## src/rtl/uart_pkg.sv

```systemverilog
// uart_pkg: shared types and constants for the UART receiver.
`timescale 1ns/1ps

package uart_pkg;

  // Receiver frame-level states; PARITY is unused in 8N1 builds.
  typedef enum logic [2:0] {
    IDLE   = 3'd0,
    START  = 3'd1,
    DATA   = 3'd2,
    PARITY = 3'd3,
    STOP   = 3'd4
  } rx_state_t;

  localparam int NDATA = 8;

  // Even-parity check over {parity, data}: 1 when the count of ones is odd.
  function automatic logic parity_odd(input logic [8:0] word);
    return ^word;
  endfunction

endpackage

```

## src/rtl/uart_baud_counter.sv

```systemverilog
// uart_baud_counter: 16-bit bit-period counter for the UART receiver.
// Counts up from 0, wraps at DIV-1, and is forced to 0 while clear is high.
// mid_start marks the middle of the start bit, bit_tick the middle of each
// following bit (counter restarts at mid-start, so DIV-1 lands at mid-bit).
`timescale 1ns/1ps

module uart_baud_counter #(
  parameter int unsigned DIV  = 5208,
  parameter int unsigned HALF = 2604
) (
  input  logic        clk,
  input  logic        nRst,
  input  logic        clear,
  output logic [15:0] count,
  output logic        mid_start,
  output logic        bit_tick
);

  assign mid_start = (count == 16'(HALF - 1));
  assign bit_tick  = (count == 16'(DIV - 1));

  // Free-running bit-period counter with synchronous clear and wrap.
  always_ff @(posedge clk or posedge nRst) begin
    if (nRst) begin
      count <= '0;
    end else if (clear || bit_tick) begin
      count <= '0;
    end else begin
      count <= count + 16'd1;
    end
  end

endmodule

```

## src/rtl/uart_receiver.sv

```systemverilog
// uart_receiver: UART deserialiser, start + 8 data bits LSB-first
// (+ even parity when UART_RX_PARITY_EN is defined) + stop.
// Macro: UART_RX_PARITY_EN -- defined: 8E1 framing; undefined: 8N1 framing,
// parity_error held at 0 and working_data[8] held at 0.
// Reset nRst is asynchronous and active-high despite its name.
`timescale 1ns/1ps

module uart_receiver
  import uart_pkg::*;
#(
  parameter int unsigned BAUD_RATE  = 9600,
  parameter int unsigned CLOCK_FREQ = 50000000
) (
  input  logic        clk,
  input  logic        nRst,
  input  logic        enable,
  input  logic        Rx,
  output logic [7:0]  data_out,
  output logic        data_ready,
  output logic [8:0]  working_data,
  output logic [3:0]  bits_received,
  output logic        receiving,
  output logic [15:0] BAUD_counter,
  output logic        parity_error
);

  localparam int unsigned DIV  = CLOCK_FREQ / BAUD_RATE;
  localparam int unsigned HALF = DIV / 2;

  rx_state_t state;
  logic      mid_start;
  logic      bit_tick;
  logic      baud_clear;
  logic      frame_good;  // stop bit seen high; publish on the next edge
  logic      rearm_wait;  // after a framing error, wait for Rx high

  // Counter idles at 0 and restarts at mid-start so later ticks hit mid-bit.
  assign baud_clear = !enable || (state == IDLE) || ((state == START) && mid_start);

  uart_baud_counter #(
    .DIV  (DIV),
    .HALF (HALF)
  ) u_baud (
    .clk       (clk),
    .nRst      (nRst),
    .clear     (baud_clear),
    .count     (BAUD_counter),
    .mid_start (mid_start),
    .bit_tick  (bit_tick)
  );

  // Frame FSM, shift register and registered outputs.
  always_ff @(posedge clk or posedge nRst) begin
    if (nRst) begin
      state         <= IDLE;
      data_out      <= '0;
      data_ready    <= 1'b0;
      working_data  <= '0;
      bits_received <= '0;
      receiving     <= 1'b0;
      parity_error  <= 1'b0;
      frame_good    <= 1'b0;
      rearm_wait    <= 1'b0;
    end else begin
      // NOTE: later non-blocking writes in this block override these
      // defaults, so pulses need no explicit clear branch.
      data_ready <= 1'b0;
      frame_good <= 1'b0;

      if (frame_good) begin
        data_out   <= working_data[7:0];
        data_ready <= 1'b1;
`ifdef UART_RX_PARITY_EN
        parity_error <= parity_odd(working_data);
`else
        parity_error <= 1'b0;
`endif
      end

      if (!enable) begin
        state     <= IDLE;
        receiving <= 1'b0;
      end else begin
        case (state)
          IDLE: begin
            if (Rx) begin
              rearm_wait <= 1'b0;
            end else if (!rearm_wait) begin
              state         <= START;
              receiving     <= 1'b1;
              working_data  <= '0;
              bits_received <= '0;
            end
          end

          START: begin
            if (mid_start) begin
              if (Rx) begin
                state     <= IDLE;
                receiving <= 1'b0;
              end else begin
                state <= DATA;
              end
            end
          end

          DATA: begin
            if (bit_tick) begin
`ifdef UART_RX_PARITY_EN
              working_data <= {Rx, working_data[8:1]};
`else
              working_data <= {1'b0, Rx, working_data[7:1]};
`endif
              bits_received <= bits_received + 4'd1;
              if (bits_received == 4'(NDATA - 1)) begin
`ifdef UART_RX_PARITY_EN
                state <= PARITY;
`else
                state <= STOP;
`endif
              end
            end
          end

`ifdef UART_RX_PARITY_EN
          PARITY: begin
            if (bit_tick) begin
              working_data  <= {Rx, working_data[8:1]};
              bits_received <= bits_received + 4'd1;
              state         <= STOP;
            end
          end
`endif

          STOP: begin
            if (bit_tick) begin
              state     <= IDLE;
              receiving <= 1'b0;
              if (Rx) begin
                frame_good <= 1'b1;
              end else begin
                rearm_wait <= 1'b1;
              end
            end
          end

          default: begin
            state     <= IDLE;
            receiving <= 1'b0;
          end
        endcase
      end
    end
  end

endmodule

```

## config.mk

```make
export PLATFORM = sky130hd
export DESIGN_NAME = uart_receiver
export DESIGN_NICKNAME = d
export VERILOG_FILES = /design/src/rtl/uart_pkg.sv /design/src/rtl/uart_baud_counter.sv /design/src/rtl/uart_receiver.sv
export SDC_FILE = /design/constraint.sdc
export NUM_CORES = 1
export LEC_CHECK = 0
export ABC_AREA = 1
export BUFFER_PORTS_ARGS = -buffer_cell sky130_fd_sc_hd__buf_2
export CORE_UTILIZATION = 40
export DETAILED_ROUTE_END_ITERATION = 8
export PLACE_DENSITY = 0.7
export SYNTH_ARGS = -nofsm -noshare
export SYNTH_HDL_FRONTEND = slang
export SYNTH_HIERARCHICAL = 1
export SYNTH_SLANG_ARGS = --single-unit
```

## constraint.sdc

```tcl
create_clock -name clk -period 3.9 [get_ports clk]
set_input_delay 0 -clock clk [delete_from_list [all_inputs] [get_ports clk]]
set_output_delay 0 -clock clk [all_outputs]
set_load 0.01 [all_outputs]
```

==> impl_summary.txt, run 1 <==
----------------------------------------------------
[Routing]
  Total DRC errors in the routed layout ... 0
  Total iterations of the first detailed-routing run ... 4
  Via density per instance ... 4.89
  Per-cell routed wire length ... 12.0 um
  Remaining number of nets flagged by the antenna check after routing ... 0
  Final wirelength ... 4620 um
  Vias ... 1888
  1st-iter DRT viols ... 113

[Worst setup path]
  Flop-to-flop setup slack ... 1.87 ns
  Reg-to-reg startpoint ... u_baud/count[0]
  Buffers plus inverters on the worst setup path ... 3
  Element type at the critical path start ... flip-flop
  Largest fanout of any net on the critical path ... 23
  Kind of end point of the critical path ... flip-flop
  Worst reg2reg path depth ... 11
  RR Endpoint ... receiving
  Required arrival time at the worst endpoint ... 4.15 ns
  Critical-path cell list ... ha_1 > nand4_1 > nor2_1 > nand2_1 > inv_1 > inv_1 > a21oi_2 > nand2_2 > inv_1 > nand2_1 > nand2_1
  Highest-delay cell along the critical path ... dfrtp_1
  Arrival time reported for the critical path endpoint ... 2.28 ns
  Family with the most delay on the worst path ... simple AND/OR/NAND/NOR gates
  Category of the most critical setup path ... reg2reg
  Slowest stage delay, CP ... 0.41 ns

[Global routing]
  Aggregate global-route resource usage ... 16.9%
  Number of global-route vias before repair ... 1791
  Remaining global-route overflow ... 0
  Wire length of the first global-routing pass ... 8000 um
  Pin count of the biggest net entering global routing ... 28
  Initial antenna violation count ... 0

[Layout]
  Antenna cells ... 0
  Number of fill cells in the layout ... 552
  Fraction of layout instances using a drive strength above 1 ... 27.4%
  Final Net Count ... 319
  Total area of sequential cells ... 0.00108 mm^2
  Area of combinational cells with multiple inputs ... 0.00103 mm^2
  Area added between synthesis and finish ... 15.6%

[Timing]
  Post-route clock skew ... 0.00857 ns
  Worst slew margin ... 33.1%
  Transition time of the tightest slew-check pin ... 1.00 ns
  Number of endpoints failing setup at the final stage ... 0
  Achievable Freq ... 493 MHz
  Period utilisation layout ... 52.0%
  Number of hold violations in the final report ... 0
  Post-route setup slack ... 1.87 ns
  Total count of max-transition violations in the final report ... 0
  Setup repair after global routing missed its margin ... false
  Min cycle time layout ... 2.03 ns
  Fin Setup TNS ... 0 ns

[Logic synthesis]
  Average instance area after synthesis ... 8.43 um^2
  Top cell types by occurrence after synthesis ... nand2_1, dfrtp_1, nor2_1
  Proportion of synthesized flip-flops having asynchronous set or reset ... 100%
  Flops & latches, synth ... 43
  Most used DFF post-synth ... dfrtp_1
  Cell type contributing the most total cell area after synthesis ... dfrtp_1
  Distinct cells, synth ... 32
  Seq/Total Area, Yosys ... 47.5%
  Synthesized instance count ... 269
  Top-area cell type share of the netlist area ... 47.5%
  Most numerous cell in the Yosys netlist ... nand2_1
  Most area-consuming cells after synthesis ... dfrtp_1, nand2_1, nor2_1
  Count of warnings emitted by yosys ... 6
  Synth Cell Area ... 0.00227 mm^2
  Count of flip-flops with a built-in enable after synthesis ... 0

[Place]
  Gpl congestion ... 0.892
  Post-DP HPWL ... 3330 um
  Place WS ... 1.89 ns
  Port buffer count ... 41

[Floorplanning]
  Vertical extent of the die ... 77.3 um
  Area of the die ... 0.00597 mm^2
  Row Count ... 27
  IO Count ... 44
  Die width ... 77.3 um
  Core area ... 0.00547 mm^2
  Initial Utilization ... 41.4%

[Run status]
  Run status ... finished, final reports clean

[Clocking]
  CTS tree ... done
  Number of hold buffers added after CTS ... 2
  Number of H-tree levels ... 2
  Post-CTS setup buffer count ... 0
  Skew-Pair Late Insertion Delay ... 0.31 ns
  Maximum count of clock buffers along a single path ... 2
  CTS resizes ... 0
  TritonCTS Buffers ... 5
  Buffer cell driving the clock tree root ... clkbuf_8
  Clock slew at the register clock pins of the worst setup and hold paths ... 0.09 ns
  Clock sink count ... 43

[Pwr]
  Peak ir drop on the vdd network ... 0.176 mV
  PD cells ... 389 mW/mm^2
  Leakage power ... 1.31 nW

[Worst hold path]
  Endpoint of the worst hold-timing path ... frame_good
  Startpoint of the tightest hold check path ... Rx
  Type of the most critical hold path ... in2reg
  Worst hold path stage count ... 3

[Flow run]
  Maximum Capacitance Violations ... 0

----------------------------------------------------
[routing by layer]
| metal | wire (um) | share of wire [%] | global-route usage (%) | vias up |
|---|---|---|---|---|
| met5 | 0 | 0 | 0 | - |
| met4 | 119 | 2.6 | 9.25 | 0 |
| met3 | 180 | 3.9 | 3.69 | 11 |
| met2 | 2210 | 48 | 27.1 | 43 |
| met1 | 2110 | 46 | 21.2 | 896 |
| li1 | - | - | - | 938 |
[power breakdown]
group / internal, W / total (W) / switching [W]
combinational: 0.0000663 / 0.000213 / 0.000147
sequential: 0.000475 / 0.000507 / 0.0000322
clock: 0.000128 / 0.000300 / 0.000172
total: 0.000669 / 0.00102 / 0.000351
[registers in the layout, indices dropped and copies added (netlist names)]
signal,cells
frame_good,1
data_ready,1
bits_received,4
data_out,8
receiving,1
u_baud/count,16
rearm_wait,1
state,3
working_data,8
[tightest hold or removal path, delay by kind of cell]
family	cells	cell delay (ns)
buffers and inverters	1	0.14
AND/OR/NAND/NOR	2	0.14
[through the flow]
step	hold WS (ns)	power (W)	util (%)	std cells	area [um^2]
4_1_cts	0.00212	0.00103	47.9	386	2620
2_1_floorplan	-0.0863	0.000698	-	270	2270
6_report	0.00669	0.00102	47.9	386	2620
3_5_place_dp	0.121	0.000730	45.8	376	2510
5_1_grt	0.0148	0.00108	47.9	386	2620
3_3_place_gp	0.123	0.000726	45.8	376	2510
[cells in the final DEF (no fill, tap or decap), types with 7 or more instances in the layout]
cell / n
buf_2: 41
dfrtp_1: 43
inv_1: 27
mux2_2: 8
nand2_1: 66
nand3_1: 16
nand4_1: 13
nor2_1: 38
o21ai_2: 11
xor2_1: 7
[worst max-delay path by stage]
stage | from | end | slack (ns) | depth (start not counted)
after floorplan | u_baud/count[0] | state[2] | 2.14 | 10
after global placement | u_baud/count[0] | receiving | 1.97 | 11
after detailed placement | u_baud/count[0] | receiving | 1.89 | 11
after CTS | u_baud/count[0] | receiving | 1.87 | 11
after global routing | u_baud/count[0] | receiving | 1.59 | 11
final | u_baud/count[0] | receiving | 1.87 | 11
[cell families (layout without fill, tap and decap cells)]
group	after synthesis	after routing	synth area share [%]
simple gates	151	151	30.1
flops	43	43	47.5
buf+inv	36	80	7.34
compound gates	20	20	6.73
xor+xnor	8	8	3.09
mux	8	8	3.97
fa+ha+maj	2	2	1.10
other cells	1	2	0.165
[final cells by class]
cell class              instances  share of cell area [%]
multi-input cells             191                    39.2
clock inverters                 3                   0.907
repair buffers                 43                    8.59
flip-flops and latches         43                    41.1
inverters                      29                    4.15
clock buffers                   5                    2.63
well taps                      72                    3.44
(Power assumes the default switching activity.)
==> run 2: changes to the inputs <==
clock period = 2.05 ns   (was 3.9 ns; I/O delays follow)
==> impl_summary.txt, run 2 (same netlist as run 1, synthesis figures left out) <==
----------------------------------------------------
[Routing]
  Total iterations of the first detailed-routing run ... 4 (unchanged)
  1st-iter DRT viols ... 119 (+5.3%)
  Final wirelength ... 4510 um (-2.3%)
  Via density per instance ... 4.87 (-0.46%)
  Vias ... 1894 (+0.32%)
  Total DRC errors in the routed layout ... 0 (unchanged)
  Per-cell routed wire length ... 11.6 um (-3.1%)
  Remaining number of nets flagged by the antenna check after routing ... 0 (unchanged)

[Clocking]
  TritonCTS Buffers ... 5 (unchanged)
  CTS resizes ... 0 (unchanged)
  CTS tree ... done
  Number of H-tree levels ... 2 (unchanged)
  Buffer cell driving the clock tree root ... clkbuf_8
  Maximum count of clock buffers along a single path ... 2 (unchanged)
  Post-CTS setup buffer count ... 0 (unchanged)
  Skew-Pair Late Insertion Delay ... 0.29 ns (-0.02 ns)
  Clock slew at the register clock pins of the worst setup and hold paths ... 0.08 ns (about the same)
  Clock sink count ... 43 (unchanged)

[Worst setup path]
  Category of the most critical setup path ... reg2reg
  Required arrival time at the worst endpoint ... 2.28 ns (-1.87 ns)
  Largest fanout of any net on the critical path ... 5 (-78%)
  Arrival time reported for the critical path endpoint ... 2.14 ns (-0.14 ns)
  Kind of end point of the critical path ... flip-flop
  Element type at the critical path start ... flip-flop

[Timing]
  Total count of max-transition violations in the final report ... 0 (unchanged)
  Period utilisation layout ... 93.3% (+41 points)
  Min cycle time layout ... 1.91 ns (-0.115 ns)
  Number of hold violations in the final report ... 0 (unchanged)
  Transition time of the tightest slew-check pin ... 0.605 ns (-0.397 ns)
  Number of endpoints failing setup at the final stage ... 0 (unchanged)
  Worst slew margin ... 59.6% (+26 points)
  Post-route clock skew ... 0.00556 ns (-0.00302 ns)
  Achievable Freq ... 523 MHz (+6.0%)
  Post-route setup slack ... 0.137 ns (-1.74 ns)
  Setup repair after global routing missed its margin ... true

[Floorplanning]
  Row Count ... 27 (unchanged)
  Die width ... 77.3 um (unchanged)
  Area of the die ... 0.00597 mm^2 (unchanged)
  Core area ... 0.00547 mm^2 (unchanged)
  Initial Utilization ... 41.4% (unchanged)
  Vertical extent of the die ... 77.3 um (unchanged)
  IO Count ... 44 (unchanged)

[Pwr]
  Leakage power ... 1.33 nW (+1.6%)
  PD cells ... 735 mW/mm^2 (+89%)
  Total power consumption of the routed design ... 0.00195 W (+92%)
  Peak ir drop on the vdd network ... 0.373 mV (+110%)

[Layout]
  Area added between synthesis and finish ... 17.2%
  Antenna cells ... 0 (unchanged)
  Most frequent standard cell in the layout excluding fill and tap cells ... nand2_1
  Final Net Count ... 322 (+0.94%)
  Registers with the highest flip-flop counts ... u_baud/count x16, data_out x8, working_data x8
  Max FFs per register ... 16 (unchanged)
  Fraction of layout instances using a drive strength above 1 ... 28.1% (+0.69 points)
  Leading cell types in the layout, fill and taps excluded ... nand2_1, dfrtp_1, buf_2
  Final instance count without filler cells ... 389 (+0.78%)
  Biggest register ... u_baud/count

[Global routing]
  Initial antenna violation count ... 0 (unchanged)
  Aggregate global-route resource usage ... 16.5% (-0.43 points)
  Number of global-route vias before repair ... 1783 (-0.45%)
  Wire length of the first global-routing pass ... 8060 um (+0.69%)
  Remaining global-route overflow ... 0 (unchanged)
  Pin count of the biggest net entering global routing ... 28 (unchanged)

[Place]
  Gpl congestion ... 0.905 (+1.5%)
  Place WS ... 0.149 ns (-1.74 ns)
  Post-DP HPWL ... 3370 um (+1.1%)
  Port buffer count ... 41 (unchanged)
  DP Cell Count ... 379 (+0.80%)

[Run status]
  Run status ... finished, final reports clean

[Flow run]
  Maximum Capacitance Violations ... 0 (unchanged)

[Worst hold path]
  Type of the most critical hold path ... in2reg

----------------------------------------------------
## run 2: cell types whose count changed in the layout (fill, tap and decap cells not counted), sizes merged
cell / previous run / this run
buf: 41 / 44
## run 2: timing repair
action / CTS / global route
endpoints found under the setup margin: 0 / 8
hold endpoints to repair: 44 / 0
hold buffers: 2 / 0
## run 2: stage by stage
step | util, % | setup TNS (ns) | hold WS, ns | instance area, um^2
2_1_floorplan | - | 0 | -0.0863 | 2270
3_3_place_gp | 46.5 | 0 | 0.0882 | 2540
3_5_place_dp | 46.5 | 0 | 0.0915 | 2540
4_1_cts | 48.5 | 0 | 0.00175 | 2660
5_1_grt | 48.5 | -0.0964 | 0.0187 | 2660
6_report | 48.5 | 0 | 0.0144 | 2660
## run 2: per-layer routing
layer  share of wire [%]  global-route usage, %  vias up
met5                   0                      0        -
met4                0.69                   4.53        0
met3                 3.0                   2.86        2
met2                  50                   27.4       38
met1                  47                   22.0      909
li1                    -                      -      945
## run 2: power breakdown
| group | leakage, nW | switching, W | internal [W] |
|---|---|---|---|
| logic | 0.699 | 0.000287 | 0.000154 |
| registers | 0.594 | 0.0000607 | 0.000903 |
| clock network | 0.0408 | 0.000305 | 0.000244 |
| total | 1.33 | 0.000653 | 0.00130 |
## run 2: final timing paths
check                           startpoint         endpoint  slack [ns]  cells after the start
max in group asynchronous             nRst  u_baud/count[1]        1.32                      3
setup reg to reg           u_baud/count[0]         state[2]        0.14                     10
setup / recovery           u_baud/count[0]         state[2]        0.14                     10
hold / removal                          Rx       frame_good        0.01                      3
hold reg to reg                  receiving        receiving        0.48                      2
min in group asynchronous             nRst       data_ready        0.32                      4
## run 2: worst max-delay path, cell delays in order, from the launching register on
cell     delay [ns]
dfrtp_1        0.41
ha_1           0.27
nand4_1        0.11
nor2_1         0.11
nand2_1        0.08
inv_1          0.11
inv_1          0.07
or2_2          0.26
o21ai_0        0.24
nand3_1        0.11
nand2_1        0.07
## run 2: final cells by class
class	count	area, um^2
multi-input combinational	191	1030
fill	544	2820
timing repair buffer	46	260
inverter	29	109
sequential	43	1080
tap	72	90.1
clock inverter	3	23.8
clock buffer	5	68.8
